## src/rtl/pic_fetch_ctrl.sv

```systemverilog
// pic_fetch_ctrl: PC/IR fetch sequencer with local branch resolution
// and a circular hardware return stack.
module pic_fetch_ctrl #(
    parameter int          STACK_DEPTH  = 8,
    parameter logic [10:0] RESET_VECTOR = 11'h000
) (
    input  logic        clk,
    input  logic        reset,
    output logic [10:0] Rom_addr_out,
    input  logic [13:0] Rom_data_in,
    input  logic        stall_in,
    input  logic        skip_in,
    output logic [13:0] ir_out,
    output logic        ir_valid,
    output logic [7:0]  retlw_k,
    output logic        is_retlw,
    output logic        stk_ovf,
    output logic        stk_unf
);
    localparam int SW = $clog2(STACK_DEPTH);
    localparam logic [SW:0] FULL = (SW+1)'(STACK_DEPTH);
    logic [10:0] pc, pc_n, tos;
    logic [13:0] ir_n;
    logic        v_n, is_goto, is_call, is_ret, flush, push, pop;
    logic [10:0] stack [STACK_DEPTH];
    logic [SW-1:0] sp;
    logic [SW:0]   cnt;
    assign Rom_addr_out = pc;
    assign retlw_k  = ir_out[7:0];
    assign is_retlw = ir_valid && ir_out[13:10] == 4'b1101;
    assign is_goto  = ir_valid && ir_out[13:11] == 3'b101;
    assign is_call  = ir_valid && ir_out[13:11] == 3'b100;
    assign is_ret   = is_retlw || (ir_valid && (ir_out == 14'h0008 || ir_out == 14'h0009));
    // a skip only flushes a real, non-branch instruction; branches flush on their own
    assign flush = is_goto || is_call || is_ret || (skip_in && ir_valid);
    assign push  = !stall_in && is_call;
    assign pop   = !stall_in && is_ret;
    assign tos   = stack[sp - SW'(1)];
    always_comb begin
        pc_n = (is_goto || is_call) ? ir_out[10:0] : is_ret ? tos : pc + 11'd1;
        ir_n = flush ? 14'h0000 : Rom_data_in;
        v_n  = !flush;
    end
    always_ff @(posedge clk or posedge reset) begin
        if (reset) begin
            pc       <= RESET_VECTOR;
            ir_out   <= 14'h0000;
            ir_valid <= 1'b0;
            sp       <= '0;
            cnt      <= '0;
            stk_ovf  <= 1'b0;
            stk_unf  <= 1'b0;
        end else if (!stall_in) begin
            pc       <= pc_n;
            ir_out   <= ir_n;
            ir_valid <= v_n;
            if (push) begin
                sp      <= sp + SW'(1);
                cnt     <= (cnt == FULL) ? cnt : cnt + (SW+1)'(1);
                stk_ovf <= stk_ovf || cnt == FULL;
            end
            if (pop) begin
                sp      <= sp - SW'(1);
                cnt     <= (cnt == '0) ? cnt : cnt - (SW+1)'(1);
                stk_unf <= stk_unf || cnt == '0;
            end
        end
    end
    // contents need no reset: only entries written by a push are meaningful
    always_ff @(posedge clk) begin
        if (push) stack[sp] <= pc;
    end
endmodule

```

## config.mk

```make
export PLATFORM = sky130hd
export DESIGN_NAME = pic_fetch_ctrl
export DESIGN_NICKNAME = d
export VERILOG_FILES = /design/src/rtl/pic_fetch_ctrl.sv
export SDC_FILE = /design/constraint.sdc
export NUM_CORES = 1
export LEC_CHECK = 0
export ABC_AREA = 1
export ABC_CLOCK_PERIOD_IN_PS = 4500
export BUFFER_PORTS_ARGS = -buffer_cell sky130_fd_sc_hd__buf_2
export CAP_MARGIN = 30
export CORE_ASPECT_RATIO = 2
export CORE_MARGIN = 2
export CORE_UTILIZATION = 57
export DETAILED_ROUTE_END_ITERATION = 16
export PLACE_DENSITY = 0.74
export RECOVER_POWER = 25
export SYNTH_ARGS = -nofsm -noshare
export SYNTH_HDL_FRONTEND = slang
export SYNTH_SLANG_ARGS = --single-unit
export TNS_END_PERCENT = 50
```

## constraint.sdc

```tcl
create_clock -name clk -period 4.5 [get_ports clk]
set_input_delay 0.9 -clock clk [delete_from_list [all_inputs] [get_ports clk]]
set_output_delay 0.9 -clock clk [all_outputs]
set_load 0.01 [all_outputs]
```

==> results of run 1 <==
-- routing by layer --
| layer | global-route usage (%) | up-vias |
|---|---|---|
| met2 | 45.7 | 250 |
| met5 | 0 | - |
| met1 | 33.9 | 2105 |
| li1 | - | 2019 |
| met3 | 5.56 | 53 |
| met4 | 17.9 | 0 |
-- through the flow --
stage	hold WS, ps	area, um^2
5_1_grt	507	6650
3_3_place_gp	463	5960
3_5_place_dp	469	5960
2_1_floorplan	493	5670
4_1_cts	492	6640
6_report	485	6650
-- cell usage in the layout (no fill, tap or decap), types with 6 or more instances in the layout --
cell       instances
clkbuf_16         17
a21oi_1           13
nor3_1             8
o21ai_1            8
nand3_1           31
dfrtp_1           35
buf_4             11
bufinv_16          6
buf_2             54
edfxtp_1          88
inv_2              6
o21ai_0           60
o22ai_1           21
nor2_1            78
nand2_1          101
inv_1             52
-- worst reg2reg max path, stage by stage (launching register included) --
cell     delay, ps
dfrtp_1        390
inv_2           50
buf_4          380
ha_1           330
inv_1          480
o21ai_0        220
o21ai_0        290
nand2_1        100
nand2_1         90
nand2_1         60
nand3_1         90
nand2_1         50
o21ai_0         80
-- cell families after synthesis --
group / share of synthesized area [%]
simple gates: 17.5
buf+inv: 7.87
fa+ha+maj: 0.882
xor+xnor: 1.21
compound gates: 10.5
flops: 62.0
-- cell type report --
type	instances	area share (%)
Clock buffer	18	6.61
Multi-Input combinational cell	355	25.7
Tap cell	132	2.48
Clock inverter	14	3.63
Sequential cell	123	52.9
Timing Repair Buffer	66	5.36
Inverter	58	3.27
-- registers in the layout, indices dropped and copies added (netlist names) --
signal / flops
stack: 88
ir_out: 14
Rom_addr_out: 11
cnt: 4
sp: 3
ir_valid: 1
stk_ovf: 1
stk_unf: 1
-- worst paths after layout --
path / startpoint / end / slack [ps] / cells after the start
setup / recovery: sp[0]$_DFFE_PP0P_ / Rom_addr_out[6]$_DFFE_PP0N_ / 1810 / 12
hold / removal: stk_unf$_DFFE_PP0P_ / stk_unf$_DFFE_PP0P_ / 490 / 1
setup reg to reg: sp[0]$_DFFE_PP0P_ / Rom_addr_out[6]$_DFFE_PP0N_ / 1810 / 12
hold reg to reg: stk_unf$_DFFE_PP0P_ / stk_unf$_DFFE_PP0P_ / 490 / 1
max in group asynchronous: reset / ir_out[0]$_DFFE_PP0N_ / 2150 / 3
min in group asynchronous: reset / sp[0]$_DFFE_PP0P_ / 1190 / 3
-- cell usage after synthesis --
library cell	instances	area share, %
o21bai_1	2	0.26
nand2_1	101	6.7
inv_1	52	3.4
nand3_2	3	0.53
nor2_1	78	5.2
nand4_1	2	0.22
nor2_2	2	0.22
buf_6	5	0.99
dfrtp_1	35	15
edfxtp_1	88	47
or2_2	1	0.11
nand2_4	1	0.20
inv_2	6	0.40
xnor2_1	2	0.31
nor3_1	8	0.71
o22ai_1	21	2.3
buf_4	12	1.6
o21ai_1	8	0.71
clkbuf_2	1	0.088
o31ai_1	1	0.13
o21ai_0	60	5.3
o221ai_1	1	0.15
nand3_1	31	2.7
xor2_2	1	0.29
nand2_2	4	0.44
nor2_4	1	0.20
a21o_1	1	0.13
nor4_1	1	0.11
o211ai_1	3	0.40
ha_1	4	0.88
clkbuf_1	6	0.40
buf_2	11	0.97
nor3_2	1	0.18
a21oi_1	13	1.1
xor2_1	4	0.62
-- power breakdown --
group / switching (mW) / internal, mW / leakage (nW) / total, mW
Sequential: 0.257 / 1.41 / 1.24 / 1.66
Clock: 0.516 / 1.06 / 0.319 / 1.57
Combinational: 0.972 / 0.457 / 1.25 / 1.43
Total: 1.75 / 2.92 / 2.81 / 4.66
==> flow_summary.ini, run 1 <==
[routing]
postRouteAntennaNets = 0
wl_met3_um = 894
met2_length_um = 7530
met1_length_um = 5070
finalWirelength_um = 14400
vias = 4427
drc = 0
detail_route.wl_per_cell_um = 18.8
drtIter0Drc = 534
vias_per_cell = 5.78
top_layer_used = met4
firstDrtPassIters = 7

[worst_setup_path]
path_common_cell = nand2_1
worstSetupEndpointType = register
cp.buffers_inverters = 3
cp_slowest_cell = inv_1
slowest_delay_ps = 480
cp_cell_sequence = inv_2 > buf_4 > ha_1 > inv_1 > o21ai_0 > o21ai_0 > nand2_1 > nand2_1 > nand2_1 > nand3_1 > nand2_1 > o21ai_0
crit_fanout = 46
start_kind = register
path_class = register to register
required_ps = 4830
cp_top_family = buffers and inverters
arrival_ps = 3010

[clocking]
worstSkewPairLatency_ps = 420
ctsHoldBuffers = 0
post_cts_buffers = 0
cts_tree = done
cts-root-buf = clkbuf_16
cts_resized = 0
htreeDepth = 4
cts_buffer_depth = 2
numCtsBuffers = 17
cts.clk_slew.worst_paths_ps = 60
cts_sinks = 123

[layout]
multiInputGateArea_um2 = 1710
ff_latch_area_um2 = 3520
layout-drive-gt1-share_pct = 18.5
fill_cells = 764
syn_to_final_growth_pct = 17.2
fin_cells = 766
n_antenna_cell = 0
nets = 643
finish.utilization_pct = 68.5

[synth]
syn_inst = 571
netlist_area_um2 = 5670
synth-seq-cells = 123
synth_nets = 593
yosysWarnings = 0
synth_cell_types = 35
synth-seq-area-share_pct = 62.0
syn_area_per_cell_um2 = 9.94

[sta]
finalCriticalPeriod_ps = 2690
tightestPinTransition_ps = 1990
setup_ws_ps = 1810
period_share_pct = 59.7
slew_headroom_pct = -32.9
finalMaxSlewViolations = 36
setup-violations-final = 0
fmax_ghz = 0.372
hold_viol_final = 0
rsz0062_at_grt = no
tns_ps = 0
skew_ps = 6.61

[die]
core_um2 = 9700
num_io_pins = 55
placementRows = 51
die-area_um2 = 10800
start_util_pct = 58.5
die_h_um = 145
die_x_um = 74.6

[place]
place_inst = 733
dp_slack_ps = 1700
port_buffers = 54
dp_hpwl_um = 9320
gp_congestion = 0.930

[min_path]
hold_path_class = register to register

[run_status]
status = complete, but fails checks
violations = max-capacitance violations, max-slew violations

[global_route]
grt_antenna_before_repair = 0
overflow = 0
grt_pass1_wl_um = 22500
grt.total_usage_pct = 28.4
grt_pass1_vias = 4354
grt_max_degree = 48

[pwr]
p_leak_nw = 2.81
powerDensity_nw_per_um2 = 702
p_total_mw = 4.67
ir_drop_mv = 0.385

[run]
drv_cap = 1
No activity file was read; power rests on OpenSTA's default activity.
==> run 2, diff against run 1 <==
Settings changed: ABC_CLOCK_PERIOD_IN_PS 4500 to 2700.
Clock period 4.5 ns to 2.7 ns, I/O delays scaled along.
==> run 2 against run 1 <==
The flow still finishes with violations (max-capacitance violations, max-slew violations). Clock power is 54% higher. Global-route usage is 0.80 points lower. Design area is 1.1% higher. Critical path type unchanged. Cell count is 1.7% higher. Sequential cell count stayed put. Critical path depth is 1 lower. Routed wire length is 4.5% lower. Hold slack worse by 120 ps. Highest routed layer unchanged.
==> flow_summary.ini, run 2 (same netlist as run 1, synthesis figures left out) <==
[routing]
postRouteAntennaNets = 0
drc = 0
drtIter0Drc = 307
detail_route.wl_per_cell_um = 17.6
vias = 4381
vias_per_cell = 5.62
finalWirelength_um = 13700
firstDrtPassIters = 7

[die]
die_x_um = 74.6
die-area_um2 = 10800
num_io_pins = 55
core_um2 = 9700
die_h_um = 145
start_util_pct = 58.5
placementRows = 51

[sta]
finalCriticalPeriod_ps = 2180
period_share_pct = 80.7
hold_viol_final = 0
setup-violations-final = 0
finalMaxSlewViolations = 36
slew_headroom_pct = -28.6
rsz0062_at_grt = no
tightestPinTransition_ps = 1930
fmax_ghz = 0.459
skew_ps = 9.17
tns_ps = 0

[worst_setup_path]
path_common_cell = nand2_1
cp_cell_sequence = inv_1 > ha_1 > inv_1 > o21ai_0 > o21ai_0 > nand2_1 > nand2_1 > nand2_1 > nand3_1 > nand2_1 > o21ai_0
cp_top_family = compound AO/OA/AOI/OAI gates
start_kind = register
crit_end = Rom_addr_out[6]$_DFFE_PP0N_
path_class = register to register
worstSetupEndpointType = register
ff2ff_setup_slack_ps = 520
cp_slowest_cell = dfrtp_1
rr_startpoint = sp[1]$_DFFE_PP0P_
r2r-end = Rom_addr_out[6]$_DFFE_PP0N_
required_ps = 3030
worst_r2r_path_depth = 11
cp.buffers_inverters = 2
crit_path_start = sp[1]$_DFFE_PP0P_
cp_num_cells = 11
crit_fanout = 12
arrival_ps = 2510
slowest_delay_ps = 410

[pwr]
switching_share_pct = 36.6
p_leak_nw = 2.88
p_total_mw = 7.58
internal-power_mw = 4.80
p_clk_share_pct = 31.9
powerDensity_nw_per_um2 = 1130
seqPwrFrac_pct = 34.4
ir_drop_mv = 0.652
comb_power_share_pct = 33.7
switchingPower_mw = 2.78

[layout]
layout-drive-gt1-share_pct = 19.8
fin_cells = 779
syn_to_final_growth_pct = 18.4
n_antenna_cell = 0
largest_register = stack
stdcell_area_um2 = 6720
largest_reg_flops = 88
fill_cells = 747
final_common_cell = nand2_1
nets = 656
final_cell_mix = 101 x nand2_1, 88 x edfxtp_1, 78 x nor2_1

[clocking]
cts_sinks = 123
cts_tree = done
ctsHoldBuffers = 0
htreeDepth = 4
cts.clk_slew.worst_paths_ps = 60
cts_resized = 0
numCtsBuffers = 17
cts-root-buf = clkbuf_16
post_cts_buffers = 0
worstSkewPairLatency_ps = 410
cts_buffer_depth = 2

[place]
gp_congestion = 0.869
dpl_cell_area_um2 = 6070
dp_hpwl_um = 9140
port_buffers = 54
place_inst = 747

[global_route]
grt.total_usage_pct = 27.6
grt_antenna_before_repair = 0
grt_pass1_wl_um = 22100
overflow = 0
grt_max_degree = 48
grt_pass1_vias = 4394

[min_path]
hold_path_class = input pin to register
hp-start = Rom_data_in[12]

[run_status]
violations = max-capacitance violations, max-slew violations
status = complete, but fails checks

[run]
drv_cap = 1
==> run 2: cell count changes in the layout (fill, tap and decap cells not counted), sizes merged <==
cell	change
clkinv	+1
buf	+12
clkbuf	+9
bufinv	-5
inv	-1
clkinvlp	-3
==> run 2: layer usage <==
metal	part of all wire, %	track usage, %	vias to the layer above
met5	0	0	-
met4	5.6	16.4	0
met3	6.5	6.53	62
met2	52	44.6	200
met1	36	32.4	2069
li1	-	-	2050
==> run 2: power groups by stage <==
stage | registers (mW) | logic (mW) | clock network [mW]
CTS | 2.60 | 2.57 | 2.43
global route | 2.64 | 2.87 | 2.52
detailed placement | 2.64 | 2.51 | 0
global placement | 2.62 | 2.46 | 0
floorplan | 2.65 | 1.69 | 0
finish | 2.60 | 2.56 | 2.42
==> run 2: final cells by class <==
type | instances | area, um^2 | share of cell area [%]
Sequential cell | 123 | 3520 | 52.4
Multi-Input combinational cell | 355 | 1710 | 25.4
Clock buffer | 26 | 596 | 8.86
Timing Repair Buffer | 79 | 450 | 6.70
Inverter | 58 | 218 | 3.24
Tap cell | 132 | 165 | 2.46
Clock inverter | 6 | 62.6 | 0.931
==> run 2: worst min-delay path by stage <==
stage                                   endpoint  cells after the start
after floorplan              stk_ovf$_DFFE_PP0P_                      1
after detailed placement     stk_ovf$_DFFE_PP0P_                      1
after global placement       stk_ovf$_DFFE_PP0P_                      1
after CTS                    stk_unf$_DFFE_PP0P_                      3
after global routing       ir_out[3]$_DFFE_PP0N_                      3
final                     ir_out[12]$_DFFE_PP0N_                      3
==> run 2: metrics by stage <==
stage	hold WS [ps]	worst slack, ps	utilization, %
final	363	522	69.3
after global routing	364	306	69.3
after CTS	225	515	69.3
after detailed placement	455	539	62.6
after global placement	447	573	62.6
after floorplan	493	308	-
==> run 2: worst register-to-register path, delay by kind of cell, from the launching register on <==
family	cells	cell delay [ps]
AOI/OAI and AO/OA	3	500
adders and majority gates	1	290
buffers and inverters	2	480
DFF	1	410
and+or+nand+nor	5	410
